[src/rtl/io_port_unit_if.sv]
// CPU/device-facing bus of io_port_unit: input channels, CPU IN/OUT strobes
// and the output stream handshake.
interface io_port_unit_if #(
  parameter int DATA_W = 16,
  parameter int IN_CH  = 2,
  parameter int SEL_W  = 1,
  parameter int CNT_W  = 3
);
  logic [IN_CH*DATA_W-1:0] in_data;
  logic [IN_CH-1:0]        in_valid;
  logic [IN_CH-1:0]        in_ready;
  logic [SEL_W-1:0]        cpu_in_sel;
  logic                    cpu_rd;
  logic [DATA_W-1:0]       cpu_rd_data;
  logic                    cpu_in_avail;
  logic                    cpu_wr;
  logic [DATA_W-1:0]       cpu_wr_data;
  logic                    cpu_stall;
  logic [DATA_W-1:0]       out_data;
  logic                    out_valid;
  logic                    out_ready;
  logic [CNT_W-1:0]        out_count;

  modport master (
    output in_data, in_valid, cpu_in_sel, cpu_rd, cpu_wr, cpu_wr_data, out_ready,
    input  in_ready, cpu_rd_data, cpu_in_avail, cpu_stall, out_data, out_valid, out_count
  );

  modport slave (
    input  in_data, in_valid, cpu_in_sel, cpu_rd, cpu_wr, cpu_wr_data, out_ready,
    output in_ready, cpu_rd_data, cpu_in_avail, cpu_stall, out_data, out_valid, out_count
  );
endinterface

[src/rtl/io_port_unit.sv]
// Buffered CPU I/O: IN_CH one-word input holding registers and an
// OUT_DEPTH-word output FIFO that stalls the CPU when full.
module io_port_unit #(
  parameter int DATA_W    = 16,
  parameter int IN_CH     = 2,
  parameter int SEL_W     = 1,
  parameter int OUT_DEPTH = 4,
  parameter int CNT_W     = 3
) (
  input logic          clk,
  input logic          rst,
  io_port_unit_if.slave bus
);
  localparam int PTR_W = (OUT_DEPTH > 1) ? $clog2(OUT_DEPTH) : 1;

  logic [DATA_W-1:0] hold [IN_CH];
  logic [IN_CH-1:0]  full;
  logic [IN_CH-1:0]  rd_hit;

  always_comb begin
    rd_hit = '0;
    for (int c = 0; c < IN_CH; c++) begin
      rd_hit[c] = bus.cpu_rd && (bus.cpu_in_sel == SEL_W'(c));
    end
  end

  // in_ready gates capture, so capture and consume never meet on one channel.
  for (genvar c = 0; c < IN_CH; c++) begin : g_ch
    always_ff @(posedge clk or negedge rst) begin
      if (!rst) begin
        hold[c] <= '0;
        full[c] <= 1'b0;
      end else if (bus.in_valid[c] && !full[c]) begin
        hold[c] <= bus.in_data[c*DATA_W +: DATA_W];
        full[c] <= 1'b1;
      end else if (rd_hit[c] && full[c]) begin
        full[c] <= 1'b0;
      end
    end
  end

  assign bus.in_ready = ~full;

  // Out-of-range selects match no channel and read back as zero.
  always_comb begin
    bus.cpu_rd_data  = '0;
    bus.cpu_in_avail = 1'b0;
    for (int c = 0; c < IN_CH; c++) begin
      if (bus.cpu_in_sel == SEL_W'(c)) begin
        bus.cpu_rd_data  = hold[c];
        bus.cpu_in_avail = full[c];
      end
    end
  end

  logic [DATA_W-1:0] mem [OUT_DEPTH];
  logic [PTR_W-1:0]  wr_ptr;
  logic [PTR_W-1:0]  rd_ptr;
  logic [CNT_W-1:0]  count;
  logic              fifo_full;
  logic              fifo_empty;
  logic              push;
  logic              pop;

  assign fifo_full  = (count == CNT_W'(OUT_DEPTH));
  assign fifo_empty = (count == '0);
  assign push       = bus.cpu_wr && !fifo_full;
  assign pop        = !fifo_empty && bus.out_ready;

  // No full-bypass: a pop in the same cycle does not release the stall.
  assign bus.cpu_stall = bus.cpu_wr && fifo_full;

  always_ff @(posedge clk or negedge rst) begin
    if (!rst) begin
      for (int i = 0; i < OUT_DEPTH; i++) mem[i] <= '0;
    end else if (push) begin
      mem[wr_ptr] <= bus.cpu_wr_data;
    end
  end

  always_ff @(posedge clk or negedge rst) begin
    if (!rst) begin
      wr_ptr <= '0;
      rd_ptr <= '0;
      count  <= '0;
    end else begin
      if (push) wr_ptr <= wr_ptr + PTR_W'(1);
      if (pop)  rd_ptr <= rd_ptr + PTR_W'(1);
      if (push && !pop)      count <= count + CNT_W'(1);
      else if (pop && !push) count <= count - CNT_W'(1);
    end
  end

  assign bus.out_data  = mem[rd_ptr];
  assign bus.out_valid = !fifo_empty;
  assign bus.out_count = count;
endmodule

[src/flat_wrapper.sv]
// flat-port wrapper written by rule: the top's interface ports become plain ports
module io_port_unit_flat 
#(
  parameter int DATA_W    = 16,
  parameter int IN_CH     = 2,
  parameter int SEL_W     = 1,
  parameter int OUT_DEPTH = 4,
  parameter int CNT_W     = 3
)
  (clk, rst, bus_in_data, bus_in_valid, bus_cpu_in_sel, bus_cpu_rd, bus_cpu_wr, bus_cpu_wr_data, bus_out_ready, bus_in_ready, bus_cpu_rd_data, bus_cpu_in_avail, bus_cpu_stall, bus_out_data, bus_out_valid, bus_out_count);
  io_port_unit_if #(.DATA_W(DATA_W), .IN_CH(IN_CH), .SEL_W(SEL_W), .CNT_W(CNT_W)) bus_i ();
  input logic clk;
  input logic rst;
  input wire logic [$bits(bus_i.in_data)-1:0] bus_in_data;
  input wire logic [$bits(bus_i.in_valid)-1:0] bus_in_valid;
  input wire logic [$bits(bus_i.cpu_in_sel)-1:0] bus_cpu_in_sel;
  input wire logic [$bits(bus_i.cpu_rd)-1:0] bus_cpu_rd;
  input wire logic [$bits(bus_i.cpu_wr)-1:0] bus_cpu_wr;
  input wire logic [$bits(bus_i.cpu_wr_data)-1:0] bus_cpu_wr_data;
  input wire logic [$bits(bus_i.out_ready)-1:0] bus_out_ready;
  output wire logic [$bits(bus_i.in_ready)-1:0] bus_in_ready;
  output wire logic [$bits(bus_i.cpu_rd_data)-1:0] bus_cpu_rd_data;
  output wire logic [$bits(bus_i.cpu_in_avail)-1:0] bus_cpu_in_avail;
  output wire logic [$bits(bus_i.cpu_stall)-1:0] bus_cpu_stall;
  output wire logic [$bits(bus_i.out_data)-1:0] bus_out_data;
  output wire logic [$bits(bus_i.out_valid)-1:0] bus_out_valid;
  output wire logic [$bits(bus_i.out_count)-1:0] bus_out_count;
  assign bus_i.in_data = bus_in_data;
  assign bus_i.in_valid = bus_in_valid;
  assign bus_i.cpu_in_sel = bus_cpu_in_sel;
  assign bus_i.cpu_rd = bus_cpu_rd;
  assign bus_i.cpu_wr = bus_cpu_wr;
  assign bus_i.cpu_wr_data = bus_cpu_wr_data;
  assign bus_i.out_ready = bus_out_ready;
  assign bus_in_ready = bus_i.in_ready;
  assign bus_cpu_rd_data = bus_i.cpu_rd_data;
  assign bus_cpu_in_avail = bus_i.cpu_in_avail;
  assign bus_cpu_stall = bus_i.cpu_stall;
  assign bus_out_data = bus_i.out_data;
  assign bus_out_valid = bus_i.out_valid;
  assign bus_out_count = bus_i.out_count;
  io_port_unit #(.DATA_W(DATA_W), .IN_CH(IN_CH), .SEL_W(SEL_W), .OUT_DEPTH(OUT_DEPTH), .CNT_W(CNT_W)) u_core (.clk(clk), .rst(rst), .bus(bus_i));
endmodule
[config.mk]
export PLATFORM = sky130hd
export DESIGN_NAME = io_port_unit_flat
export DESIGN_NICKNAME = d
export VERILOG_FILES = /design/src/rtl/io_port_unit_if.sv /design/src/rtl/io_port_unit.sv /design/src/flat_wrapper.sv
export SDC_FILE = /design/constraint.sdc
export NUM_CORES = 1
export LEC_CHECK = 0
export ABC_AREA = 1
export BUFFER_PORTS_ARGS = -buffer_cell sky130_fd_sc_hd__buf_2
export CORE_AREA = 3 3 139 74
export DETAILED_ROUTE_END_ITERATION = 12
export DIE_AREA = 0 0 142 77
export HOLD_SLACK_MARGIN = 0.15
export PLACE_DENSITY = 0.8
export SYNTH_ARGS = -nofsm -noshare
export SYNTH_HDL_FRONTEND = slang
export SYNTH_SLANG_ARGS = --single-unit
[constraint.sdc]
create_clock -name clk -period 2.5 [get_ports clk]
set_input_delay 0.25 -clock clk [delete_from_list [all_inputs] [get_ports clk]]
set_output_delay 0.25 -clock clk [all_outputs]
set_load 0.02 [all_outputs]
==> metrics.cfg <==
[finish]
fin_nets=778
drive_gt1_share_pct=18.17
diodes=0
area_growth_pct=17.70
instances_no_fill=842
final_common_cell=nand2_1
layout_common_cells=nand2_1, dfrtp_1, buf_2
final_area_um2=5974

[detailed_routing]
wl_per_cell_um=16.27
viasPerCell=5.558
drt-total-wl_um=13700
firstDrtPassIters=6
drtIter0Drc=494
drtAntennaViolNets=0
drc=0
num_vias=4680

[timing]
setup_viol=0
finalHoldViolations=0
timing.final.crit_share_pct=88.61
setup_tns_ns=0
finClkSkew_ns=0.007821
relSlewSlack_pct=37.76
maxSlewViolCount=0
tightest_slew_ns=0.9314
fin_crit_ns=2.215
hold_ws_ns=0.1586
grt_setup_unrepaired=no
fmax_mhz=451.4

[logic_synthesis]
synth_seq_cells=105
yosys.cell_types.count=21
syn_inst=632
ys_seq_area_share_pct=51.76
synthesis.nets=694
syn_avg_cell_area_um2=8.032
yosysWarningCount=0
synth_area_um2=5076

[run_status]
status=complete, no violations

[placed_design]
dp.cells=810
place_area_um2=5533
numPortBuffers=95
dp_hpwl_um=9132
gp_congestion=0.9284

[die]
boundaryPins=96
die_h_um=77
rows=25
die_x_um=142
die_area_um2=10930
coreArea_um2=9228
start_util_pct=55.01

[critical_path]
worst_r2r_endpoint=u_core.bus.out_count[2]$_DFFE_PN0P_
rr_startpoint=u_core.bus.out_count[1]$_DFFE_PN0P_
r2r_slack_ns=0.60
reg2regPathDepth=10
path_max_fanout=27
end_kind=output port
worst_setup_path_start_kind=flip-flop
crit_type=reg2out
cp.required_ns=2.25
worstPathArrival_ns=1.97

[clock_network]
tritoncts=built
h-tree-depth=3
cts_resized=0
cts_sinks=105
clk_latency_ns=0.34
clockBufferDepth=2
clkTransAtPathRegs_ns=0.07
clock-root-buffer=clkbuf_16
cts_made_buffers=9
cts_setup_buffers=0

[global_routing]
grt_pass1_wl_um=22550
track_usage_pct=25.94
grt_max_degree=63
grt_antenna_before_repair=0
grt_overflow_total=0
first_global_vias=4383

[hold_path]
min_from=bus_in_data[23]
hold_path_end=u_core.hold[7]$_DFFE_PN0P_
holdCritPathClass=in2reg
min_path_cells=3

[power]
powerDensity_nw_per_um2=1271
pwr-share-comb_pct=44.7
switchingPower_mw=3.420
finalPower_mw=7.591
intPower_mw=4.171
p_sw_share_pct=45.05
pwr-share-clk_pct=17.7
ir_drop_mv=0.6318
p_leak_nw=3.177
power_frac_seq_pct=37.6

[job]
cap_violations=0

-- worst max-delay path: stages (launching register included) --
cell	delay, ns
dfrtp_1	0.54
buf_4	0.39
nor2_1	0.09
nor2_1	0.10
o21ai_0	0.15
o21ai_1	0.16
buf_2	0.19
-- power groups by stage --
stage / Clock [mW] / Combinational, mW / Sequential (mW)
detailed placement: 0 / 3.34 / 2.86
finish: 1.34 / 3.40 / 2.85
CTS: 1.36 / 3.37 / 2.84
global route: 1.44 / 3.78 / 2.92
floorplan: 0 / 2.41 / 2.75
global placement: 0 / 3.25 / 2.83
-- worst max-delay path by stage --
stage / endpoint / start / cells after the start / slack [ns]
finish: bus_out_data[8] / u_core.rd_ptr[0]$_DFFE_PN0P_ / 6 / 0.28
global route: bus_out_data[8] / u_core.rd_ptr[0]$_DFFE_PN0P_ / 6 / 0.13
CTS: bus_out_data[8] / u_core.rd_ptr[0]$_DFFE_PN0P_ / 6 / 0.33
detailed placement: u_core.bus.out_count[2]$_DFFE_PN0P_ / u_core.bus.out_count[1]$_DFFE_PN0P_ / 10 / 0.60
global placement: u_core.bus.out_count[2]$_DFFE_PN0P_ / u_core.bus.out_count[1]$_DFFE_PN0P_ / 10 / 0.68
floorplan: u_core.bus.out_count[2]$_DFFE_PN0P_ / u_core.bus.out_count[1]$_DFFE_PN0P_ / 10 / 0.52
-- layout make-up --
type / count / area, um^2
clock buffers: 9 / 225.2
clock inverters: 7 / 56.30
fillers: 804 / 3253
inverters: 29 / 108.9
multi-input cells: 450 / 2079
flip-flops and latches: 105 / 2628
well taps: 121 / 151.4
repair buffers: 121 / 725.7
-- kinds of logic (layout without fill, tap and decap cells) --
group | count (synthesis) | after routing | synth area share, %
simple gates | 361 | 361 | 31.08
buf+inv | 77 | 166 | 7.271
xor+xnor | 1 | 1 | 0.1726
fa+ha+maj | 6 | 6 | 1.627
flops | 105 | 105 | 51.76
compound gates | 82 | 82 | 8.085
-- per-stage QoR --
stage	setup slack [ns]	utilization (%)
2_1_floorplan	0.5210	-
3_3_place_gp	0.6808	59.96
3_5_place_dp	0.6035	59.96
6_report	0.2847	64.75
5_1_grt	0.1331	64.75
4_1_cts	0.3338	64.75
-- per-layer routing --
| metal | GRT usage, % | up-vias | share of wire [%] |
|---|---|---|---|
| met5 | 0 | - | 0 |
| met4 | 5.268 | 0 | 0.89 |
| met3 | 6.542 | 17 | 10 |
| met2 | 34.05 | 225 | 41 |
| met1 | 42.59 | 2198 | 48 |
| li1 | - | 2240 | - |
-- state kept, by name, indices dropped and copies added, names as in the netlist --
name / flops
u_core.bus.out_count: 3
u_core.wr_ptr: 2
u_core.mem: 64
u_core.hold: 32
u_core.full: 2
u_core.rd_ptr: 2
-- timing repair --
item | CTS | global route
hold buffers | 16 | 0
setup endpoints to repair | 0 | 0
endpoints found under the hold margin | 67 | 0
-- synth_stat cells --
cell type,number,share of area [%]
nand2_1,205,15
dfrtp_1,105,52
nand4_1,65,8.0
nor2_1,65,4.8
o21ai_0,50,4.9
inv_1,25,1.8
buf_2,22,2.2
nand3_1,20,2.0
a21oi_1,16,1.6
o21ai_1,16,1.6
clkbuf_1,11,0.81
buf_4,6,0.89
buf_1,5,0.37
ha_1,5,1.2
buf_6,4,0.89
inv_2,4,0.30
nand3_2,4,0.79
fa_1,1,0.39
nand2_4,1,0.22
nor2_2,1,0.12
xnor2_1,1,0.17
Power figures use the tool's default switching activity.
